$ cat config.mk
export PLATFORM = sky130hd
export DESIGN_NAME = dut_cmd_issuer
export DESIGN_NICKNAME = d
export VERILOG_FILES = /design/src/rtl/dut_cmd_issuer.sv
export SDC_FILE = /design/constraint.sdc
export NUM_CORES = 1
export LEC_CHECK = 0
export ABC_CLOCK_PERIOD_IN_PS = 3300
export CORE_UTILIZATION = 40
export DETAILED_ROUTE_END_ITERATION = 7
export DONT_BUFFER_PORTS = 1
export SLEW_MARGIN = 20
export SYNTH_ARGS = -nofsm -noshare
export SYNTH_HDL_FRONTEND = slang
export SYNTH_SLANG_ARGS = --single-unit
export TNS_END_PERCENT = 30
$ cat constraint.sdc
create_clock -name clk -period 3.3 [get_ports clk]
set_input_delay 0.33 -clock clk [delete_from_list [all_inputs] [get_ports clk]]
set_output_delay 0.33 -clock clk [all_outputs]
set_load 0.05 [all_outputs]
$ cat src/rtl/dut_cmd_issuer.sv
// dut_cmd_issuer
//   Queues ALU commands in a small FIFO and issues them one at a time to an
//   external device. Each issued command waits for dev_done, or is abandoned
//   after TIMEOUT wait cycles. The result is then held on the response port
//   until it is accepted.
//
// Ports
//   clk, reset_n          clock; synchronous active-low reset
//   cmd_valid/cmd_ready   command handshake; payload cmd_a, cmd_b, cmd_op,
//                         cmd_op_pf, cmd_sv
//   dev_A/B/op/op_pf/sv   operands of the command in flight
//   dev_start             one-cycle issue pulse
//   dev_done, dev_result, dev_err   device completion and result
//   rsp_valid/rsp_ready   response handshake; payload rsp_result, rsp_err,
//                         rsp_timeout, rsp_seq (issue number of the command)
//   busy                  FSM not idle, or commands still queued
module dut_cmd_issuer #(
  parameter int unsigned DEPTH   = 4,
  parameter int unsigned TIMEOUT = 16
) (
  input  logic        clk,
  input  logic        reset_n,
  input  logic        cmd_valid,
  output logic        cmd_ready,
  input  logic [31:0] cmd_a,
  input  logic [31:0] cmd_b,
  input  logic [7:0]  cmd_op,
  input  logic        cmd_op_pf,
  input  logic        cmd_sv,
  output logic [31:0] dev_A,
  output logic [31:0] dev_B,
  output logic [7:0]  dev_op,
  output logic        dev_op_pf,
  output logic        dev_sv,
  output logic        dev_start,
  input  logic        dev_done,
  input  logic [63:0] dev_result,
  input  logic [5:0]  dev_err,
  output logic        rsp_valid,
  input  logic        rsp_ready,
  output logic [63:0] rsp_result,
  output logic [5:0]  rsp_err,
  output logic        rsp_timeout,
  output logic [7:0]  rsp_seq,
  output logic        busy
);

  localparam int unsigned AW = $clog2(DEPTH);
  localparam int unsigned EW = 74;  // {a, b, op, op_pf, sv}

  typedef enum logic [1:0] {
    S_IDLE,
    S_ISSUE,
    S_WAIT,
    S_RESP
  } state_t;

  state_t        r_state;
  state_t        w_state_nxt;
  logic [EW-1:0] r_mem [DEPTH];
  logic [AW-1:0] r_wr_ptr;
  logic [AW-1:0] r_rd_ptr;
  logic [AW:0]   r_count;
  logic [EW-1:0] r_dev;
  logic [7:0]    r_wait_cnt;
  logic [7:0]    r_issue_cnt;
  logic [7:0]    r_cur_seq;
  logic [63:0]   r_rsp_result;
  logic [5:0]    r_rsp_err;
  logic          r_rsp_timeout;
  logic [7:0]    r_rsp_seq;
  logic          w_full;
  logic          w_empty;
  logic          w_push;
  logic          w_pop;
  logic          w_wait_expired;

  assign w_full         = (r_count == (AW + 1)'(DEPTH));
  assign w_empty        = (r_count == '0);
  assign w_wait_expired = (r_wait_cnt == 8'(TIMEOUT - 1));

  // Combinational outputs are gated by reset_n so that they read 0 for the
  // whole reset period, not only after the first reset edge.
  assign cmd_ready = reset_n & ~w_full;
  assign w_push    = cmd_valid & cmd_ready;
  assign busy      = reset_n & ((r_state != S_IDLE) | ~w_empty);

  assign {dev_A, dev_B, dev_op, dev_op_pf, dev_sv} = r_dev;
  assign rsp_result  = r_rsp_result;
  assign rsp_err     = r_rsp_err;
  assign rsp_timeout = r_rsp_timeout;
  assign rsp_seq     = r_rsp_seq;

  always_ff @(posedge clk) begin
    if (!reset_n) r_state <= S_IDLE;
    else          r_state <= w_state_nxt;
  end

  always_comb begin
    w_state_nxt = r_state;
    w_pop       = 1'b0;
    dev_start   = 1'b0;
    rsp_valid   = 1'b0;
    unique case (r_state)
      S_IDLE: begin
        if (!w_empty) begin
          w_pop       = 1'b1;
          w_state_nxt = S_ISSUE;
        end
      end
      S_ISSUE: begin
        dev_start   = reset_n;
        w_state_nxt = S_WAIT;
      end
      S_WAIT: begin
        if (dev_done || w_wait_expired) w_state_nxt = S_RESP;
      end
      S_RESP: begin
        rsp_valid = reset_n;
        if (rsp_ready) w_state_nxt = S_IDLE;
      end
      default: w_state_nxt = S_IDLE;
    endcase
  end

  // Storage array carries no reset; emptiness is tracked by r_count alone.
  always_ff @(posedge clk) begin
    if (w_push) r_mem[r_wr_ptr] <= {cmd_a, cmd_b, cmd_op, cmd_op_pf, cmd_sv};
  end

  always_ff @(posedge clk) begin
    if (!reset_n) begin
      r_wr_ptr      <= '0;
      r_rd_ptr      <= '0;
      r_count       <= '0;
      r_dev         <= '0;
      r_wait_cnt    <= '0;
      r_issue_cnt   <= '0;
      r_cur_seq     <= '0;
      r_rsp_result  <= '0;
      r_rsp_err     <= '0;
      r_rsp_timeout <= 1'b0;
      r_rsp_seq     <= '0;
    end else begin
      // DEPTH is a power of two, so pointer overflow is the modulo wrap.
      if (w_push) r_wr_ptr <= r_wr_ptr + 1'b1;
      if (w_pop)  r_rd_ptr <= r_rd_ptr + 1'b1;
      unique case ({w_push, w_pop})
        2'b10:   r_count <= r_count + 1'b1;
        2'b01:   r_count <= r_count - 1'b1;
        default: r_count <= r_count;
      endcase

      // The issue counter only advances in ISSUE, which always follows the
      // pop, so its value at pop time is this command's sequence number.
      if (w_pop) begin
        r_dev     <= r_mem[r_rd_ptr];
        r_cur_seq <= r_issue_cnt;
      end

      if (r_state == S_ISSUE) begin
        r_issue_cnt <= r_issue_cnt + 1'b1;
        r_wait_cnt  <= '0;
      end

      if (r_state == S_WAIT) begin
        if (dev_done) begin
          r_rsp_result  <= dev_result;
          r_rsp_err     <= dev_err;
          r_rsp_timeout <= 1'b0;
          r_rsp_seq     <= r_cur_seq;
        end else if (w_wait_expired) begin
          r_rsp_result  <= '0;
          r_rsp_err     <= '0;
          r_rsp_timeout <= 1'b1;
          r_rsp_seq     <= r_cur_seq;
        end else begin
          r_wait_cnt <= r_wait_cnt + 1'b1;
        end
      end
    end
  end

endmodule

==> impl_metrics.json <==
{
  "p_total_w": 0.0175,
  "crit_arrival_ns": 2.92,
  "use_met1_pct": 19.9,
  "clk_pin_slew_worst_paths_ns": 0.06,
  "avgSynthCellArea_um2": 16.0,
  "slowest_delay_ns": 0.47,
  "drive_gt1_share_pct": 14.1,
  "p_comb_share_pct": 15.7,
  "sw_frac_of_total_pct": 34.0,
  "worstReg2RegEnd": "r_count[2]$_SDFFE_PN0P_",
  "root_buffer": "clkbuf_16",
  "drt_drc_violations_left": 0,
  "row_count": 76,
  "via_per_inst": 5.12,
  "setup_viol": 0,
  "dieArea_mm2": 0.0447,
  "internal_power_w": 0.0115,
  "num_vias": 9591,
  "criticalPathCategory": "register to register",
  "io_buffers": 0,
  "drt-total-wl_mm": 38.7,
  "synth_cells": 1096,
  "pwr-share-clk_pct": 31.9,
  "grt_pass1_vias": 9746,
  "hold_violations": 0,
  "setup_tns_ns": 0,
  "yosys-top-cells-area": "edfxtp_1 51%, dfxtp_1 21%, mux4_2 9.5%",
  "antenna_found_initial": 4,
  "startpoint": "r_count[0]$_SDFFE_PN0P_",
  "wl_per_cell_um": 20.7,
  "cts_tree": "done",
  "cap_violations": 0,
  "cp-end-kind": "register",
  "syn_area_mm2": 0.0176,
  "hpwlAfterDp_mm": 21.8,
  "clkSinkCount": 482,
  "yosysWarnings": 0,
  "synth.most_common_cell": "edfxtp_1",
  "cts_made_buffers": 49,
  "yosysTopAreaCellShare_pct": 50.6,
  "grt.total_usage_pct": 17.2,
  "start_util_pct": 40.7,
  "syn_to_final_growth_pct": 21.5,
  "grt_pass1_wl_mm": 57.7,
  "fin_crit_sh_pct": 73.7,
  "p_per_area_mw_per_mm2": 819,
  "synth_nets": 1257,
  "rsz0062_at_grt": "false",
  "outcome": "completed",
  "clkLatencyLatePin_ns": 0.58,
  "yosysSeqAreaShare_pct": 71.9,
  "synth_top_area_cell": "edfxtp_1",
  "path_cells": "nor3_1 -> nand2b_4 -> clkinv_2 -> ha_1 -> fa_1 -> xnor2_1 -> or3_1 -> a21boi_0",
  "top_usage_layer": "met2",
  "synth_ff_type": "edfxtp_1",
  "first_pass_iters": 5,
  "rrSetupSlack_ns": 0.87,
  "report.final.slew_viol_count": 0,
  "grt_use_met2_pct": 29.9,
  "crit_slowest_cell": "nor3_1",
  "min-delay-path-class": "input port to register",
  "total_leakage_power_nw": 7.12,
  "drtIter0Drc": 597,
  "stdcell_area_mm2": 0.0213,
  "synth_edf_count": 296,
  "cp-start-kind": "register",
  "die_h_um": 211,
  "required_ns": 3.79,
  "path_buf_inv": 1,
  "antenna_left": 0,
  "io_pins": 306,
  "place_area_mm2": 0.0182,
  "whs_ns": 0.0679,
  "path_delay_family": "simple AND/OR/NAND/NOR gates",
  "peakVddDrop_uv": 473,
  "r2r_start": "r_count[0]$_SDFFE_PN0P_",
  "clockBufferDepth": 3,
  "die_w_um": 211,
  "period_minus_slack_ns": 2.43,
  "cp-endpoint": "r_count[2]$_SDFFE_PN0P_",
  "sequentialPowerShare_pct": 52.4,
  "crit_cells": 8,
  "grt_overflow": 0,
  "fin_util_pct": 49.4,
  "fin_nets": 1404,
  "max_freq_mhz": 411,
  "fin_skew_ns": 0.0220,
  "crit_path_max_fanout": 5,
  "p_sw_w": 0.00593,
  "grt_use_met3_pct": 4.95,
  "ff2ff_path_depth": 8,
  "synthTopCellsByCount": "296 x edfxtp_1, 200 x nand2_1, 186 x dfxtp_1",
  "gp_congestion": 0.713,
  "yosys_register_bits": 482,
  "worstMarginPinSlew_ns": 1.06,
  "slew_headroom_pct": 29.5,
  "htreeDepth": 2,
  "core_mm2": 0.0432,
  "synthArstFlopShare_pct": 0,
  "grt_max_degree": 128,
  "synth.distinct_cells": 43
}
worst register-to-register path, delay by kind of cell, from the launching register on:
| kind | cells | cell delay, ns |
|---|---|---|
| adder cells (fa/ha/maj) | 2 | 0.62 |
| XOR/XNOR | 1 | 0.14 |
| buffers and inverters | 1 | 0.07 |
| AND/OR/NAND/NOR | 3 | 1.01 |
| AO/OA/AOI/OAI | 1 | 0.16 |
| flip-flops | 1 | 0.37 |
state kept, by name, indices dropped and copies added, names as in the netlist:
name	count
r_mem	296
r_dev	74
rsp_result	64
r_cur_seq	8
r_issue_cnt	8
r_wait_cnt	8
rsp_seq	8
rsp_err	6
r_count	3
r_rd_ptr	2
r_state	2
r_wr_ptr	2
rsp_timeout	1
area by class of cell:
cell class,instances,area (um2)
fillers,3622,21900
flip-flops and latches,482,12600
multi-input cells,539,4590
repair buffers,163,1700
clock buffers,70,1410
well taps,585,732
clock inverters,21,229
inverters,8,31.3
diodes,4,10.0
metal layers:
metal	wire length [um]	part of all wire, %
met1	15700	40
met2	19100	49
met3	2880	7.4
met4	1040	2.7
met5	13	0.034
through the flow:
stage / setup slack [ns] / std cells
6_report: 0.869 / 1872
3_3_place_gp: 0.905 / 1630
3_5_place_dp: 0.856 / 1630
2_1_floorplan: 0.211 / 1096
4_1_cts: 0.840 / 1868
5_1_grt: 0.673 / 1871
placed cells by master, fill, tap and decap left out, types with 12 or more instances in the layout:
cell	n
a21boi_0	86
a22o_1	70
clkbuf_1	13
clkbuf_16	51
dfxtp_1	184
dlygate4sd3_1	146
edfxtp_1	296
mux2i_1	12
mux4_2	74
nand2_1	200
power by group through the flow:
stage	logic, W	clock network, W	registers (W)
after floorplan	0.00203	0	0.00902
after global placement	0.00256	0	0.00929
after detailed placement	0.00259	0	0.00930
after CTS	0.00281	0.00573	0.00917
after global routing	0.00305	0.00594	0.00925
final	0.00274	0.00557	0.00915
logic make-up after synthesis:
kind of cell | after synthesis | synth area share, %
buf+inv | 75 | 2.10
simple gates | 250 | 6.07
xor+xnor | 13 | 0.649
flops | 482 | 71.9
fa+ha+maj | 12 | 0.898
mux | 86 | 10.2
compound gates | 178 | 8.23
timing repair:
action	CTS	global route
hold endpoints to repair	480	0
buffers inserted	0	0
resized for setup	0	0
hold buffers	147	0
worst min path at each step:
stage / start / end / slack [ns] / cells past startpoint
final: reset_n / r_wait_cnt[7]$_SDFF_PN0_ / 0.07 / 2
after global routing: reset_n / r_wait_cnt[7]$_SDFF_PN0_ / 0.07 / 2
after CTS: reset_n / r_wait_cnt[7]$_SDFF_PN0_ / 0.03 / 2
after detailed placement: cmd_a[1] / r_mem[0][43]$_DFFE_PP_ / 0.43 / 0
after global placement: cmd_b[16] / r_mem[2][26]$_DFFE_PP_ / 0.43 / 0
after floorplan: cmd_sv / r_mem[0][0]$_DFFE_PP_ / 0.43 / 0
Note: power is estimated with default switching activity, not from simulation.
